==> src/rtl/fp_addsub_seq.sv <==
// Sequencer for IEEE-754 single-precision add/subtract around an external
// combinational sign-magnitude BigAlu: unpack, serial align, add, serial normalise, pack.
module fp_addsub_seq #(
  parameter int EXP_W = 8,
  parameter int MAN_W = 23,
  parameter int BIAS  = 127
) (
  input  logic                   clk,
  input  logic                   rst_n,
  input  logic                   start,
  input  logic                   op,
  input  logic [EXP_W+MAN_W:0]   op_a,
  input  logic [EXP_W+MAN_W:0]   op_b,
  output logic                   ready,
  output logic                   done,
  output logic [EXP_W+MAN_W:0]   result,
  output logic [MAN_W:0]         alu_a,
  output logic [MAN_W:0]         alu_b,
  output logic                   alu_sign_a,
  output logic                   alu_sign_b,
  output logic                   alu_symbol,
  input  logic [MAN_W+1:0]       alu_out,
  input  logic                   alu_sign_out
);
  localparam int W = 1 + EXP_W + MAN_W;
  localparam logic [EXP_W-1:0] EXP_MAX  = EXP_W'(2 * BIAS + 1);
  localparam logic [EXP_W-1:0] EXP_TOP  = EXP_W'(2 * BIAS);
  localparam logic [EXP_W-1:0] EXP_ONE  = EXP_W'(1);
  localparam logic [EXP_W-1:0] SHIFT_LIM = EXP_W'(MAN_W + 1);
  localparam logic [W-1:0] QNAN = {1'b0, EXP_MAX, 1'b1, {(MAN_W-1){1'b0}}};

  typedef enum logic [2:0] {S_IDLE, S_ALIGN, S_ADD, S_NORM, S_DONE} state_t;
  state_t state;

  logic [MAN_W:0]   man_a, man_b;
  logic             sign_a, sign_b, symbol;
  logic [EXP_W-1:0] exp_a, diff, exp_r;
  logic [MAN_W+1:0] sum;
  logic             sum_sign;
  logic             special;
  logic [W-1:0]     spec_res;

  function automatic logic [W-1:0] pack(input logic s, input logic [EXP_W-1:0] e,
                                        input logic [MAN_W-1:0] f);
    return {s, e, f};
  endfunction

  function automatic logic [W-1:0] infinity(input logic s);
    return pack(s, EXP_MAX, '0);
  endfunction

  // Request unpack; exponent 0 flushes the operand to zero.
  logic             sa, sb, sb_eff;
  logic [EXP_W-1:0] ea, eb;
  logic [MAN_W-1:0] fa, fb;
  logic [MAN_W:0]   ma, mb;
  logic             a_nan, b_nan, a_inf, b_inf, spec_hit;
  logic [W-1:0]     spec_val;

  assign {sa, ea, fa} = op_a;
  assign {sb, eb, fb} = op_b;
  assign sb_eff = sb ^ op;
  assign ma     = (ea != '0) ? {1'b1, fa} : '0;
  assign mb     = (eb != '0) ? {1'b1, fb} : '0;
  assign a_nan  = (ea == EXP_MAX) && (fa != '0);
  assign b_nan  = (eb == EXP_MAX) && (fb != '0);
  assign a_inf  = (ea == EXP_MAX) && (fa == '0);
  assign b_inf  = (eb == EXP_MAX) && (fb == '0);
  assign spec_hit = a_nan | b_nan | a_inf | b_inf;

  always_comb begin
    spec_val = infinity(sb_eff);
    if (a_nan || b_nan)      spec_val = QNAN;
    else if (a_inf && b_inf) spec_val = (sa != sb_eff) ? QNAN : infinity(sa);
    else if (a_inf)          spec_val = infinity(sa);
  end

  assign alu_a      = man_a;
  assign alu_b      = man_b;
  assign alu_sign_a = sign_a;
  assign alu_sign_b = sign_b;
  assign alu_symbol = symbol;

  always_ff @(posedge clk or negedge rst_n) begin
    if (!rst_n) begin
      state    <= S_IDLE;
      ready    <= 1'b1;
      done     <= 1'b0;
      result   <= '0;
      man_a    <= '0;
      man_b    <= '0;
      sign_a   <= 1'b0;
      sign_b   <= 1'b0;
      symbol   <= 1'b0;
      exp_a    <= '0;
      diff     <= '0;
      exp_r    <= '0;
      sum      <= '0;
      sum_sign <= 1'b0;
      special  <= 1'b0;
      spec_res <= '0;
    end else begin
      case (state)
        S_IDLE: if (start) begin
          ready    <= 1'b0;
          special  <= spec_hit;
          spec_res <= spec_val;
          // Swapping turns A-B into (-B)+A so the larger exponent always sits on port a.
          if (eb > ea) begin
            man_a  <= mb;
            man_b  <= ma;
            exp_a  <= eb;
            diff   <= eb - ea;
            sign_a <= sb_eff;
            sign_b <= sa;
            symbol <= 1'b0;
          end else begin
            man_a  <= ma;
            man_b  <= mb;
            exp_a  <= ea;
            diff   <= ea - eb;
            sign_a <= sa;
            sign_b <= sb;
            symbol <= op;
          end
          // Specials pass through NORM so their done lands one cycle after accept.
          state <= spec_hit ? S_NORM : S_ALIGN;
        end
        S_ALIGN: begin
          if (diff == '0) begin
            state <= S_ADD;
          end else if (diff > SHIFT_LIM) begin
            man_b <= '0;
            diff  <= '0;
          end else begin
            man_b <= man_b >> 1;
            diff  <= diff - EXP_ONE;
          end
        end
        S_ADD: begin
          sum      <= alu_out;
          sum_sign <= alu_sign_out;
          exp_r    <= exp_a;
          state    <= S_NORM;
        end
        S_NORM: begin
          if (special) begin
            result <= spec_res;
            done   <= 1'b1;
            state  <= S_DONE;
          end else if (sum == '0) begin
            result <= '0;
            done   <= 1'b1;
            state  <= S_DONE;
          end else if (sum[MAN_W+1]) begin
            sum   <= sum >> 1;
            exp_r <= exp_r + EXP_ONE;
            if (exp_r == EXP_TOP) begin
              result <= infinity(sum_sign);
              done   <= 1'b1;
              state  <= S_DONE;
            end
          end else if (!sum[MAN_W]) begin
            if (exp_r == EXP_ONE) begin
              result <= pack(sum_sign, '0, '0);
              done   <= 1'b1;
              state  <= S_DONE;
            end else begin
              sum   <= sum << 1;
              exp_r <= exp_r - EXP_ONE;
            end
          end else begin
            result <= pack(sum_sign, exp_r, sum[MAN_W-1:0]);
            done   <= 1'b1;
            state  <= S_DONE;
          end
        end
        S_DONE: begin
          done  <= 1'b0;
          ready <= 1'b1;
          state <= S_IDLE;
        end
        default: state <= S_IDLE;
      endcase
    end
  end
endmodule

==> config.mk <==
export PLATFORM = sky130hd
export DESIGN_NAME = fp_addsub_seq
export DESIGN_NICKNAME = d
export VERILOG_FILES = /design/src/rtl/fp_addsub_seq.sv
export SDC_FILE = /design/constraint.sdc
export NUM_CORES = 1
export LEC_CHECK = 0
export CAP_MARGIN = 20
export CORE_MARGIN = 2
export CORE_UTILIZATION = 51
export CTS_BUF_LIST = sky130_fd_sc_hd__clkbuf_8 sky130_fd_sc_hd__clkbuf_16
export DETAILED_ROUTE_END_ITERATION = 10
export GPL_ROUTABILITY_DRIVEN = 0
export GPL_TIMING_DRIVEN = 0
export HOLD_SLACK_MARGIN = 0.06
export PLACE_DENSITY = 0.81
export RECOVER_POWER = 25
export SLEW_MARGIN = 20
export SYNTH_ARGS = -nofsm -noshare
export SYNTH_HDL_FRONTEND = slang
export SYNTH_SLANG_ARGS = --single-unit
==> constraint.sdc <==
create_clock -name clk -period 3.33 [get_ports clk]
set_input_delay 0.999 -clock clk [delete_from_list [all_inputs] [get_ports clk]]
set_output_delay 0.999 -clock clk [all_outputs]
set_load 0.02 [all_outputs]
### Word-level counts from Yosys, hierarchy flattened

Index checks and enable logic that the tools add are counted.

* flip-flop bits (word level): 171
* output and inout bits: 85
* logic and storage cells: 133

* add/sub/neg operators: 5
* $lt $le $gt $ge: 2
* eq/ne operators: 19
* muxes and demuxes: 58
* bitwise operators: 4
* reductions and logical operators: 28

Operators with widths (number)
* $mux W32: 10
* $mux W24: 9
* $mux W8: 10
* $mux W25: 2
* $pmux W25 S2: 1
* $pmux W24 S2: 1
* $logic_not A23 Y1: 2
* $reduce_bool A23 Y1: 2
* $pmux W8 S2: 2
* $logic_not A25 Y1: 1
* $eq A8 B8 Y1 const B: 3
* $mux W3: 8
* $mux W23: 1
* $reduce_bool A8 Y1: 2
* $sub A8 B1 Y8 const B: 2
* $sub A8 B8 Y8: 2
* $pmux W3 S4: 1
* $reduce_and A3 Y1: 4
* $mux W1: 10
* $ne A2 B2 Y1 const B: 5
* $add A8 B1 Y8 const B: 1
* $eq A8 B1 Y1 const B: 1
* $gt A8 B5 Y1 const B: 1
* $gt A8 B8 Y1: 1
* 21 further kinds: 34

### Depth between registers and ports, before layout

* depth after elaboration: 8
* gate-level depth with buffers: 11

### Least setup slack after synthesis

Ideal clock, no wire load.

* kind: input port to flip-flop
* from: input port op_b[23]
* to: register man_a[10] (netlist: alu_a[10])
* setup time: 0.126 ns
* arrival: 3.018 ns
* path slack: 0.186 ns
* stages on the path: 10
* path buffers: 1
* cell sequence: inv_1 > ha_1 > fa_1 > nor2b_1 > o2111ai_1 > a31oi_1 > a21oi_1 > clkbuf_1 > a221oi_1 > nor2_1

* cells in the longest elaborated chain, start to end: 3

Ends and longest elaborated chain
* from (decl): line 13 `input logic [EXP_W+MAN_W:0] op_b,`
* parallel branches: the longest is 2 deep, another holds $gt A8 B8 Y1
* $mux W24 *: line 109 `if (eb > ea) begin`
* to (signal assigned): line 110 `man_a <= mb;`
* to (signal assigned): line 118 `man_a <= ma;`
* to (decl): line 35 `logic [MAN_W:0] man_a, man_b;`

Every way passes the cells marked *.
A chain may end at the register's enable or synchronous reset.

### Worst setup path after layout

* from: input port op_a[26]
* to: register man_b[8] (netlist: alu_b[8])

* cells in the longest elaborated chain, start to end: 5

Ends and longest elaborated chain
* from (decl): line 12 `input logic [EXP_W+MAN_W:0] op_a,`
* parallel branches: the longest is 2 deep, another holds $gt A8 B8 Y1
* $mux W24 *: line 109
* $mux W24 *: line 104 `S_IDLE: if (start) begin`
* $pmux W24 S2 *: line 103 `case (state)`
* to (signal assigned): line 111 `man_b <= ma;`
* to (signal assigned): line 119 `man_b <= mb;`
* to (signal assigned): line 136 `man_b <= man_b >> 1;`
* to (decl): line 35

Every way passes the cells marked *. The select of a mux whose other input is x is not followed.

==> impl_results.md <==
* DRT antenna net count at 0
* DR vias/cell at 6.22
* Final HPWL from detailed placement at between 15,000 and 20,000 microns
* Failing checks: capacitance limit, slew limit
* Sink of the worst hold path: result[22]
* Initial DRT Pass Iterations at 6
* CTS HTree Levels at 4
* Total number of vias at between 8,000 and 9,000
* CP startpoint kind: input port
* DRC viols at 0
* Nets@finish at 1,196
* Clock transition at path regs at roughly 0.060 ns
* Clock buffer count from CTS at 17
* Max clock buf depth at 2
* R2r worst-path depth at 8
* Largest net degree at the start of global routing at 82
* Post-Synthesis Cells at between 800 and 900
* Clock tree sinks at 142
* Final Power at 10.2 mW
* Vias in the first global route at between 7,000 and 8,000
* Internal power consumption at 5.90 mW
* Skew final at around 0.0094 ns
* Setup-failing EPs final at 0
* FF/Latch Area at approximately 3600 sq um
* Drt total wl at around 26,000 microns
* Final non-filler cell total at 1,303
* Worst-Skew Late Latency at 0.43 ns
* Crit. End Element: flip-flop
* First-pass GRT wire length at about 40,000 microns
* Synthesized area at 8020 sq um
* IO Count at around 180
* Post-route minimum period at approximately 3.3 ns
* R2r endpoint: sum[10]
* Worst Hold Margin at approximately 0.48 ns
* Max Cap Viol at 1
* Fillcell total at between 1,000 and 1,500
* Gate power share at 0.499
* Clk pwr share at 0.187
* Reg2reg start: exp_r[4]
* Setup TNS at 0 ns
* Die width at between 100 and 150 microns
* Worst hold stages at 2
* Dpl cell area at approximately 10,000 sq um
* Fin crit share at 0.986
* Row count at 45
* P_leak at between 4 and 5 nW
* Worst EP arrival at between 3 and 4 ns
* Data required, critical path at around 3.7 ns
* Synthesized area per cell at around 9 sq um
* Seq pwr share at 0.315
* Flops & latches, synth at 142
* Largest cells by area after synthesis: dfrtp_1 44%, o21ai_0 4.3%, nand2_1 4.0%, nor2_1 3.5%, nand3_1 3.4%
* YS warnings at 0
* Outcome: complete, but fails checks
* Ant diodes at 0
* Reg2reg setup slack at about 0.60 ns
* Kind of critical path: in2reg
* Overall Global Routing Usage at 0.307
* GRT Residual Overflow at 0
* Crit path max fanout at 10
* CTS tree: built
* DRT iter0 DRCs at around 930
* Area grow syn2layout at 34.3%
* Power Density at 950 nW/um^2
* Worst hold path type: reg2reg
* Switching Share at 0.423
* Die footprint at 16,700 sq um
* Achievable frequency at 305 MHz
* Initial antenna violation count at 0
* Ys flop type: dfrtp_1
* Placed insts at between 1,000 and 1,500
* Share of cells above drive strength 1 at 0.0879
* Core Footprint at 15,300 sq um
* Part of the Yosys area used for sequential elements at 0.443
* Area share of the largest cell type after synthesis at 0.440
* Final instance area at 10,800 sq um
* Number of port buffers at about 180
* Die H at between 100 and 150 microns
* NetSw at around 4.3 mW
* Hold wc startpoint: result[22]
* Worst slew margin at -0.0328
* Peak supply drop at 751 uV
* Routed WL per cell at between 15 and 20 microns
* Library cells used by synthesis at between 60 and 70
* Fin. Hold Viols at 0
* FFs w/ async S/R, synth at 1.00
* Syn Nets at around 1,000
* CTS Root Cell: clkbuf_16
* Least-Margin Pin Slew at between 1.5 and 2 ns
* Max-slew violations at 62
* Starting Density at 0.525
* Yosys top cell by area: dfrtp_1
* Post-synth EDFFs at 0
* Area taken by multi-input logic gates at 4100 sq um
==> flip-flops by register name, indices dropped and copies added, names as in the netlist, 3 cells and up <==
register	cells
alu_b	24
sum	25
exp_r	8
alu_a	24
exp_a	8
state	3
spec_res	3
diff	8
result	32
==> stage by stage <==
step,util,setup WS [ns]
2_1_floorplan,-,0.186
3_3_place_gp,0.660,-4.39
6_report,0.706,0.0471
3_5_place_dp,0.662,-1.13
4_1_cts,0.704,0.00174
5_1_grt,0.706,-0.0550
==> final cells by class <==
cell class	instances	share of cell area
Timing Repair Buffer	180	0.169
Multi-Input combinational cell	644	0.381
Sequential cell	142	0.330
Clock inverter	15	0.0148
Tap cell	211	0.0245
Buffer	68	0.0328
Clock buffer	17	0.0395
Inverter	26	0.00907
==> power groups by stage <==
stage / Combinational, mW / Sequential, mW / Clock [mW]
floorplan: 2.56 / 3.63 / 0
global placement: 4.91 / 3.19 / 0
detailed placement: 5.00 / 3.21 / 0
CTS: 5.07 / 3.20 / 1.91
global route: 5.53 / 3.31 / 1.99
finish: 5.10 / 3.22 / 1.91
==> synth_stat cells (15+ instances only) <==
cell type,instances
a211o_1,25
a21oi_1,48
a221o_1,22
a221oi_1,24
a22o_1,24
a31oi_1,15
and3_1,20
clkbuf_1,48
dfrtp_1,141
ha_1,21
inv_1,25
nand2_1,85
nand3_1,55
nor2_1,75
nor4_1,24
o21ai_0,69
==> metal layers <==
metal  GRT usage  vias to the layer above  part of all wire
met5           0                        -                 0
met4       0.114                        0             0.032
met3      0.0764                       83             0.085
met2       0.488                      494              0.47
met1       0.411                     3840              0.42
li1            -                     3688                 -
==> cells in the final DEF (no fill, tap or decap), drive strengths merged, types with 10 or more instances in the layout <==
master / instances
a211o: 25
a31oi: 15
inv: 33
nor2: 75
clkbuf: 70
nand2: 85
nor4: 25
dfrtp: 141
and3: 26
ha: 21
nand4: 11
nor3: 13
a21oi: 49
a221oi: 24
a221o: 22
clkdlybuf4s50: 169
a2bb2oi: 10
o21ai: 72
a22o: 24
a21o: 10
buf: 19
nand3: 55
==> kinds of logic (layout without fill, tap and decap cells) <==
logic type | after synthesis | count (layout) | synth area share
simple gates | 321 | 321 | 0.197
compound gates | 287 | 287 | 0.252
flops | 142 | 142 | 0.443
buf+inv | 96 | 306 | 0.0551
fa+ha+maj | 23 | 23 | 0.0378
mux | 7 | 7 | 0.00890
xor+xnor | 6 | 6 | 0.00656
==> worst max-delay path by stage <==
stage	from	end	slack, ns	cells past startpoint
4_1_cts	op_a[25]	alu_b[6]	0.002	12
6_report	op_a[26]	alu_b[8]	0.05	11
3_5_place_dp	op_b[23]	alu_a[9]	-1.13	11
5_1_grt	op_a[26]	alu_b[6]	-0.06	11
2_1_floorplan	op_b[23]	alu_a[10]	0.19	10
3_3_place_gp	rst_n	alu_b[9]	-4.39	1
==> worst max-delay path: stages <==
cell	delay (ns)
clkdlybuf4s50_1	0.61
inv_1	0.10
ha_2	0.41
nand4_1	0.21
o22ai_4	0.26
a31o_4	0.17
buf_4	0.20
clkbuf_4	0.23
nand3_1	0.09
a21oi_1	0.23
a211o_1	0.14
==> what timing repair did <==
| item | in CTS | in global routing |
|---|---|---|
| setup endpoints to repair | 63 | 57 |
| setup buffers | 1 | 0 |
| pin swaps | 2 | 2 |
| resized for setup | 19 | 18 |
| hold buffers | 0 | 0 |
No activity file was read; power rests on OpenSTA's default activity.
==> RTL change, RTL diff (same settings) <==
Change the parameter `MAN_W` from 23 to 46.
--- a/src/rtl/fp_addsub_seq.sv
+++ b/src/rtl/fp_addsub_seq.sv
@@ -2,7 +2,7 @@
 // combinational sign-magnitude BigAlu: unpack, serial align, add, serial normalise, pack.
 module fp_addsub_seq #(
   parameter int EXP_W = 8,
-  parameter int MAN_W = 23,
+  parameter int MAN_W = 46,
   parameter int BIAS  = 127
 ) (
   input  logic                   clk,
Interface: changed (6 resized); port bits go from 179 to 317. No check against the original RTL was run, so the function may have changed too.
==> RTL change against the unedited design <==
- the flow still finishes with violations (capacitance limit, slew limit)
- routed wire length rose by 85%
- worst setup slack improved by 58 ps
- clock power rose by 54%
- maximum frequency rose by 1.8%
- total power rose by 75%
- non-clock buffer count rose by 202
- combinational power rose by 88%
- final area rose by 63%
- area after synthesis rose by 62%
- global-route usage rose by 3.8 points
- sequential cell count rose by 92
- largest cell class unchanged
==> RTL change: results (changes against the unedited design) <==
run_status: "finished with violations"  # unchanged
violations: "capacitance limit, slew limit"  # unchanged
h-tree-depth: 1  # was 4
grt_pass1_wl_mm: 72.6  # was 40.0 mm
pre_cts_slack_ps: -683  # was -1130 ps
vias_per_cell: 6.35  # was 6.22
ir_worst_vdd_mv: 0.639  # was 0.751 mV
first_pass_iters: 6  # unchanged
critical_path_arrival_ps: 3640  # was 3650 ps
nFillCells: 1979  # was 1,193
fin_worst_skew_ps: 20.1  # was 9.38 ps
synth-xor-area-share_pct: 0.541  # was 0.655%
grt_max_degree: 83  # was 82
dpl.hpwl_mm: 34.8  # was 18.7 mm
clk_latency_ps: 550  # was 430 ps
fin_nets: 2021  # was 1,196
first_global_vias: 13400  # was 7,685
synth_adder_area_share_pct: 2.43  # was 3.78%
synth_warnings: 0  # unchanged
drive_above_1_share_pct: 7.92  # was 8.79%
synth_compound_area_share_pct: 24.1  # was 25.2%
power.leakage_nw: 7.37  # was 4.76 nW
use_met1_pct: 45.0  # was 41.1%
syn_nets: 1670  # was 999
numPortBuffers: 316  # was 178
drt-total-wl_mm: 47.2  # was 25.5 mm
clkTransAtPathRegs_ps: 60  # about the same
max_cap_viol_count: 1  # unchanged
grtUsageTotal_pct: 34.5  # was 30.7%
numCtsBuffers: 27  # was 17
yosysUniqueCellTypes: 70  # was 66
antenna_found_initial: 2  # was 0
met2_usage_pct: 55.5  # was 48.8%
ys_seq_area_share_pct: 45.2  # was 44.3%
synth_mux_area_share_pct: 1.71  # was 0.890%
drtIter0Drc: 1562  # was 927
slew_violations: 79  # was 62
synthTopCellsByCount: "nand2_1, dfrtp_1, nor2_1, o21ai_0, nand3_1"  # was dfrtp_1, nand2_1, nor2_1, o21ai_0, nand3_1
relSlewSlack_pct: -35.8  # was -3.28%
reg_top3: "result x55, sum x48"  # was result x32, sum x25
hold_path.class: "reg2reg"  # unchanged
synth.area.top_cells: "dfrtp_1, nand2_1, o21ai_0"  # was dfrtp_1, o21ai_0, nand2_1
grtUsageMet3_pct: 7.26  # was 7.64%
clockBufferDepth: 3  # was 2
RTL change: what timing repair did:
| action | 4_1_cts | 5_1_grt |
|---|---|---|
| gates resized for setup | 5 | 12 |
| hold buffers | 0 | 0 |
| endpoints found under the setup margin | 51 | 61 |
| pin swaps | 0 | 2 |
| buffers inserted | 0 | 4 |
RTL change: critical path: stages:
cell and delay, ps:
clkdlybuf4s50_1 610, ha_1 280, buf_2 170, a21oi_1 210, nand2_1 130, o21bai_4 260
a21oi_2 60, buf_2 250, buf_2 230, a221oi_1 360, nor2_1 70
RTL change: path summary, 6_finish.rpt:
path,startpoint,to,slack [ps],depth (start not counted)
max,op_b[51],alu_a[30],100,11
min,result[11],result[11],470,2
max reg2reg,sum[9],result[49],750,7
min reg2reg,result[11],result[11],470,2
max in group asynchronous,rst_n,alu_a[37],1030,2
min in group asynchronous,rst_n,result[34],1040,1
RTL change: cell type report:
class | instances | area, um^2 | share of cell area [%]
Buffer | 128 | 613 | 3.49
Clock buffer | 34 | 772 | 4.40
Clock inverter | 16 | 106 | 0.606
Inverter | 65 | 244 | 1.39
Multi-Input combinational cell | 1056 | 6290 | 35.8
Sequential cell | 234 | 5860 | 33.4
Tap cell | 330 | 413 | 2.35
Timing Repair Buffer | 322 | 3260 | 18.6
RTL change: metal layers:
layer / part of all wire [%] / routed length, um
met1: 38 / 17900
met2: 46 / 21800
met5: 0.028 / 13
met4: 4.8 / 2270
met3: 11 / 5210
RTL change: cell families after synthesis:
kind of cell / after synthesis
mux: 19
compound gates: 448
simple gates: 557
flops: 234
xor+xnor: 8
fa+ha+maj: 24
buf+inv: 193
RTL change: per-stage QoR:
stage	cell area [um^2]	hold slack [ps]	TNS (ps)	instances
CTS	17500	454	0	2181
global placement	16500	456	-2071050	2129
global route	17600	501	-3.68	2185
floorplan	12900	439	0	1483
detailed placement	16600	463	-58540	2131
finish	17600	475	0	2185
RTL change: power by group:
group	leakage (nW)	internal, mW	switching [mW]	total, mW
registers	2.78	4.21	1.17	5.39
clock network	0.464	1.71	1.23	2.94
logic	4.13	3.98	5.63	9.61
total	7.37	9.90	8.02	17.9
